===== src/rtl/eight_queen_datapath.sv =====
// Datapath for an eight-queens backtracking solver. The external controller sequences
// the row/column counters, the per-column row stack, the board image and the safety scan.
module eight_queen_datapath (
  input  logic        clk,
  input  logic        rst,
  input  logic        rld_en,
  input  logic        row_rst,
  input  logic        rcount_en,
  input  logic        update,
  input  logic        fill_erase,
  input  logic        up_count_en,
  input  logic        down_count_en,
  input  logic        sld_en,
  input  logic        serase,
  input  logic        ccount_rst,
  input  logic        ccount_en,
  input  logic        mld_en,
  output logic        safe_or_not,
  output logic        clm_counter_carry,
  output logic        row_counter_carry,
  output logic        ccarry,
  output logic [63:0] board,
  output logic [23:0] solution,
  output logic        sol_valid
);

  logic [2:0]  row_q, row_d;
  logic [2:0]  col_q, col_d;
  logic [2:0]  ccount_q, ccount_d;
  logic [2:0]  stack_q [8];
  logic [2:0]  stack_d [8];
  logic [7:0]  valid_q, valid_d;
  logic [63:0] board_q, board_d;
  logic        safe_q, safe_d;
  logic [23:0] solution_q, solution_d;
  logic        sol_valid_q, sol_valid_d;

  logic [2:0]  scan_row;
  logic [2:0]  row_dist;
  logic [2:0]  col_dist;
  logic        conflict;

  // Column k = ccount is compared with the candidate (row, col); col_dist is positive while scanning.
  always_comb begin
    scan_row = stack_q[ccount_q];
    row_dist = (scan_row >= row_q) ? (scan_row - row_q) : (row_q - scan_row);
    col_dist = col_q - ccount_q;
    conflict = valid_q[ccount_q] && ((scan_row == row_q) || (row_dist == col_dist));
  end

  always_comb begin
    row_d       = row_q;
    col_d       = col_q;
    ccount_d    = ccount_q;
    stack_d     = stack_q;
    valid_d     = valid_q;
    board_d     = board_q;
    safe_d      = safe_q;
    solution_d  = solution_q;
    sol_valid_d = sol_valid_q;

    if (row_rst)
      row_d = '0;
    else if (rld_en)
      row_d = valid_q[col_q] ? stack_q[col_q] : '0;
    else if (rcount_en)
      row_d = row_q + 3'd1;

    if (up_count_en && !down_count_en)
      col_d = col_q + 3'd1;
    else if (down_count_en && !up_count_en)
      col_d = col_q - 3'd1;

    if (update)
      board_d[{row_q, col_q}] = fill_erase;

    // Stack data is written even when serase clears the valid bit in the same cycle.
    if (sld_en) begin
      stack_d[col_q] = row_q;
      valid_d[col_q] = 1'b1;
    end
    if (serase)
      valid_d[col_q] = 1'b0;

    if (ccount_rst) begin
      ccount_d = '0;
      safe_d   = 1'b1;
    end else if (ccount_en && (ccount_q < col_q)) begin
      ccount_d = ccount_q + 3'd1;
      if (conflict)
        safe_d = 1'b0;
    end

    if (mld_en) begin
      for (int unsigned i = 0; i < 8; i++)
        solution_d[3*i +: 3] = stack_q[i];
      sol_valid_d = 1'b1;
    end
  end

  always_ff @(posedge clk) begin
    if (rst) begin
      row_q       <= '0;
      col_q       <= '0;
      ccount_q    <= '0;
      for (int unsigned i = 0; i < 8; i++)
        stack_q[i] <= '0;
      valid_q     <= '0;
      board_q     <= '0;
      safe_q      <= 1'b1;
      solution_q  <= '0;
      sol_valid_q <= 1'b0;
    end else begin
      row_q       <= row_d;
      col_q       <= col_d;
      ccount_q    <= ccount_d;
      stack_q     <= stack_d;
      valid_q     <= valid_d;
      board_q     <= board_d;
      safe_q      <= safe_d;
      solution_q  <= solution_d;
      sol_valid_q <= sol_valid_d;
    end
  end

  assign safe_or_not       = safe_q;
  assign clm_counter_carry = (col_q == 3'd7);
  assign row_counter_carry = (row_q == 3'd7);
  assign ccarry            = (ccount_q == col_q);
  assign board             = board_q;
  assign solution          = solution_q;
  assign sol_valid         = sol_valid_q;

endmodule


===== config.mk =====
export PLATFORM = sky130hd
export DESIGN_NAME = eight_queen_datapath
export DESIGN_NICKNAME = d
export VERILOG_FILES = /design/src/rtl/eight_queen_datapath.sv
export SDC_FILE = /design/constraint.sdc
export NUM_CORES = 1
export LEC_CHECK = 0
export ABC_AREA = 1
export CAP_MARGIN = 10
export CORE_MARGIN = 2
export CORE_UTILIZATION = 52
export DETAILED_ROUTE_END_ITERATION = 12
export MAX_ROUTING_LAYER = met4
export PLACE_DENSITY = 0.8
export SLEW_MARGIN = 20
export SYNTH_ARGS = -nofsm -noshare
export SYNTH_HDL_FRONTEND = slang
export SYNTH_SLANG_ARGS = --single-unit

===== constraint.sdc =====
create_clock -name clk -period 3.5 [get_ports clk]
set_input_delay 0.7 -clock clk [delete_from_list [all_inputs] [get_ports clk]]
set_output_delay 0.7 -clock clk [all_outputs]
set_load 0.005 [all_outputs]

==> flow_metrics.env <==
export IMPL_grt_pass1_wl_mm=29.50
export IMPL_avgRoutedWirePerCell_um=19.76
export IMPL_r2r_slack_ns=0.37
export IMPL_first_pass_iters=7
export IMPL_whs_ns=0.4608
export IMPL_grt_overflow=0
export IMPL_grt_use_met3_pct=7.711
export IMPL_synth_largest_area_cell="dfxtp_1"
export IMPL_pin_count=107
export IMPL_clock_power_share_pct=44.0
export IMPL_grt_max_degree=73
export IMPL_setup_tns_ns=0
export IMPL_critical_path_class="reg -> out"
export IMPL_synthesis_area_um2=5729
export IMPL_final_common_cell="a21oi_1"
export IMPL_grt_total_usage_pct=34.08
export IMPL_core_area_um2=10790
export IMPL_layout_common_cells="a21oi_1 (140), dfxtp_1 (131), o21ai_0 (130)"
export IMPL_r2r_cells=19
export IMPL_synthCells=738
export IMPL_vias=5984
export IMPL_synth_warnings=0
export IMPL_path_buf_inv=3
export IMPL_cts_root_buf="clkbuf_8"
export IMPL_cts_tree="done"
export IMPL_synthFlopType="dfxtp_1"
export IMPL_cts_sinks=131
export IMPL_hold_viol=0
export IMPL_dp_hpwl_mm=13.14
export IMPL_seq_power_share_pct=41.7
export IMPL_fp_dieW_um=109.0
export IMPL_clockBufferDepth=2
export IMPL_antenna_cells=0
export IMPL_p_sw_uw=1080
export IMPL_gp_congestion=0.9904
export IMPL_critPathCaptureType="output port"
export IMPL_ant_nets=0
export IMPL_holdPathStages=2
export IMPL_drive_gt1_share_pct=7.765
export IMPL_area_growth_pct=29.64
export IMPL_top_usage_layer="met2"
export IMPL_hold_path_endpoint="safe_or_not"
export IMPL_status="complete, no violations"
export IMPL_setup_violations=0
export IMPL_drt_iter0_markers=644
export IMPL_vdd_drop_max_v=0.0004897
export IMPL_path_max_fanout=12
export IMPL_ys_seq_area_share_pct=45.77
export IMPL_synthTopCellsByArea="dfxtp_1 (46%), a21oi_1 (12%), o21ai_0 (11%)"
export IMPL_timing_critical_path_from_type="flop"
export IMPL_yosys_area_top_type_share_pct=45.77
export IMPL_rr_endpoint="safe_or_not"
export IMPL_ys_types=31
export IMPL_grt_use_met2_pct=54.66
export IMPL_synth_nets=767
export IMPL_cts_max_level=4
export IMPL_crit_family="buffers and inverters"
export IMPL_comb_power_share_pct=14.3
export IMPL_p_sw_share_pct=28.31
export IMPL_max_freq_mhz=309.4
export IMPL_drt_total_wl_mm=19.57
export IMPL_arrival_ns=2.53
export IMPL_floorplan_initialDensity_pct=53.08
export IMPL_cp_slowest_cell="dfxtp_1"
export IMPL_cts_hold_buf=0
export IMPL_rsz0062_at_grt="no"
export IMPL_hold_class="reg -> reg"
export IMPL_fin_nets=866
export IMPL_via_per_inst=6.044
export IMPL_hold_start="safe_or_not"
export IMPL_skew_ns=0.006387
export IMPL_die_area_um2=11870
export IMPL_place_port_buffers=106
export IMPL_numCtsBuffers=17
export IMPL_synthArstFlopShare_pct=0
export IMPL_crit_chain="clkinv_1 -> ha_1 -> nand3_1 -> inv_1 -> clkdlybuf4s50_1"
export IMPL_worst_slew_pin_slew_ns=1.129
export IMPL_power_internal_uw=2734
export IMPL_fin_crit_sh_pct=92.34
export IMPL_grt_pass1_vias=5543
export IMPL_slew_viol_final=0
export IMPL_synth_seq_cells=131
export IMPL_cp_required_ns=2.80
export IMPL_maxCapViolCount=0
export IMPL_die_h_um=109.0
export IMPL_r2r_start="ccount_q[1]"
export IMPL_timing_slew_headroom_pct=24.71
export IMPL_slowest_delay_ns=0.59
export IMPL_synth_edf_count=0
export IMPL_num_rows=38
export IMPL_p_leak_uw=0.002651
export IMPL_powerDensity_nw_per_um2=513.5
export IMPL_clk_pin_slew_ns=0.06
export IMPL_use_met1_pct=40.75
export IMPL_antenna_found_initial=0
export IMPL_remaining_drc_errors=0
export IMPL_min_period_ns=3.232
export IMPL_clk_latency_ns=0.53
export IMPL_syn_area_per_cell_um2=7.763
-- worst min-delay path: cells and delay by family, from the launching register on --
kind / cells / cell delay [ns]
DFF: 1 / 0.31
and+or+nand+nor: 2 / 0.10
-- stage by stage --
stage / area, um^2 / power (uW) / cells / setup WS (ns) / utilization (%)
2_1_floorplan: 5729 / 1949 / 738 / 1.027 / -
3_3_place_gp: 6865 / 2126 / 958 / 0.6021 / 63.61
3_5_place_dp: 6865 / 2149 / 958 / 0.3554 / 63.61
4_1_cts: 7427 / 3803 / 990 / 0.3047 / 68.82
5_1_grt: 7427 / 3940 / 990 / 0.07840 / 68.82
6_report: 7427 / 3814 / 990 / 0.2680 / 68.82
-- synth_stat cells, types with 4 or more instances --
master / n
nor2_2: 7
nor3_1: 24
o21ai_0: 131
o22ai_1: 8
nand2_1: 40
nor2_1: 25
clkbuf_1: 26
nor3_2: 7
inv_1: 73
inv_2: 10
nand3_1: 66
ha_1: 11
xnor2_1: 4
dfxtp_1: 131
a221oi_1: 6
fa_1: 4
a21oi_1: 140
-- worst max-delay path by stage --
stage / startpoint / endpoint / cells after the start
6_report: ccount_q[1] / ccarry / 5
4_1_cts: ccount_q[1] / ccarry / 5
5_1_grt: ccount_q[1] / safe_or_not / 19
3_5_place_dp: ccount_q[1] / safe_or_not / 18
3_3_place_gp: ccount_q[1] / safe_or_not / 18
2_1_floorplan: ccount_q[0] / safe_or_not / 19
-- kinds of logic (layout without fill, tap and decap cells) --
group | after synthesis | count (layout) | synth area share (%)
compound gates | 294 | 294 | 26.56
simple gates | 176 | 176 | 15.20
flops | 131 | 131 | 45.77
buf+inv | 118 | 230 | 8.058
fa+ha+maj | 15 | 15 | 3.800
xor+xnor | 4 | 4 | 0.6114
-- power by group through the flow --
stage	clock network [uW]	logic (uW)	registers (uW)
6_report	1680	544	1590
5_1_grt	1740	601	1600
4_1_cts	1680	533	1590
3_5_place_dp	0	528	1620
3_3_place_gp	0	506	1620
2_1_floorplan	0	344	1600
-- final cells by class --
type,count,area [um^2]
Multi-Input combinational cell,489,2645
Sequential cell,131,2623
Timing Repair Buffer,113,1104
Inverter,85,319.1
Clock buffer,21,459.2
Fill cell,878,3366
Tap cell,140,175.2
Clock inverter,11,102.6
-- repair_timing --
action | 4_1_cts | 5_1_grt
resized for setup | 0 | 1
endpoints found under the setup margin | 0 | 1
buffers inserted | 0 | 0
-- registers in the layout (all words and copies together) (netlist names), 3 cells and up --
signal and cells:
col_q 3, solution 24, row_q 3, board 64
stack_q 24, ccount_q 3, valid_q 8
-- layer usage --
| metal | share of wire (%) | wire (um) |
|---|---|---|
| met1 | 40 | 7838 |
| met2 | 48 | 9434 |
| met3 | 8.3 | 1618 |
| met4 | 3.4 | 675 |
| met5 | 0 | 0 |
No activity file was read; power rests on OpenSTA's default activity.
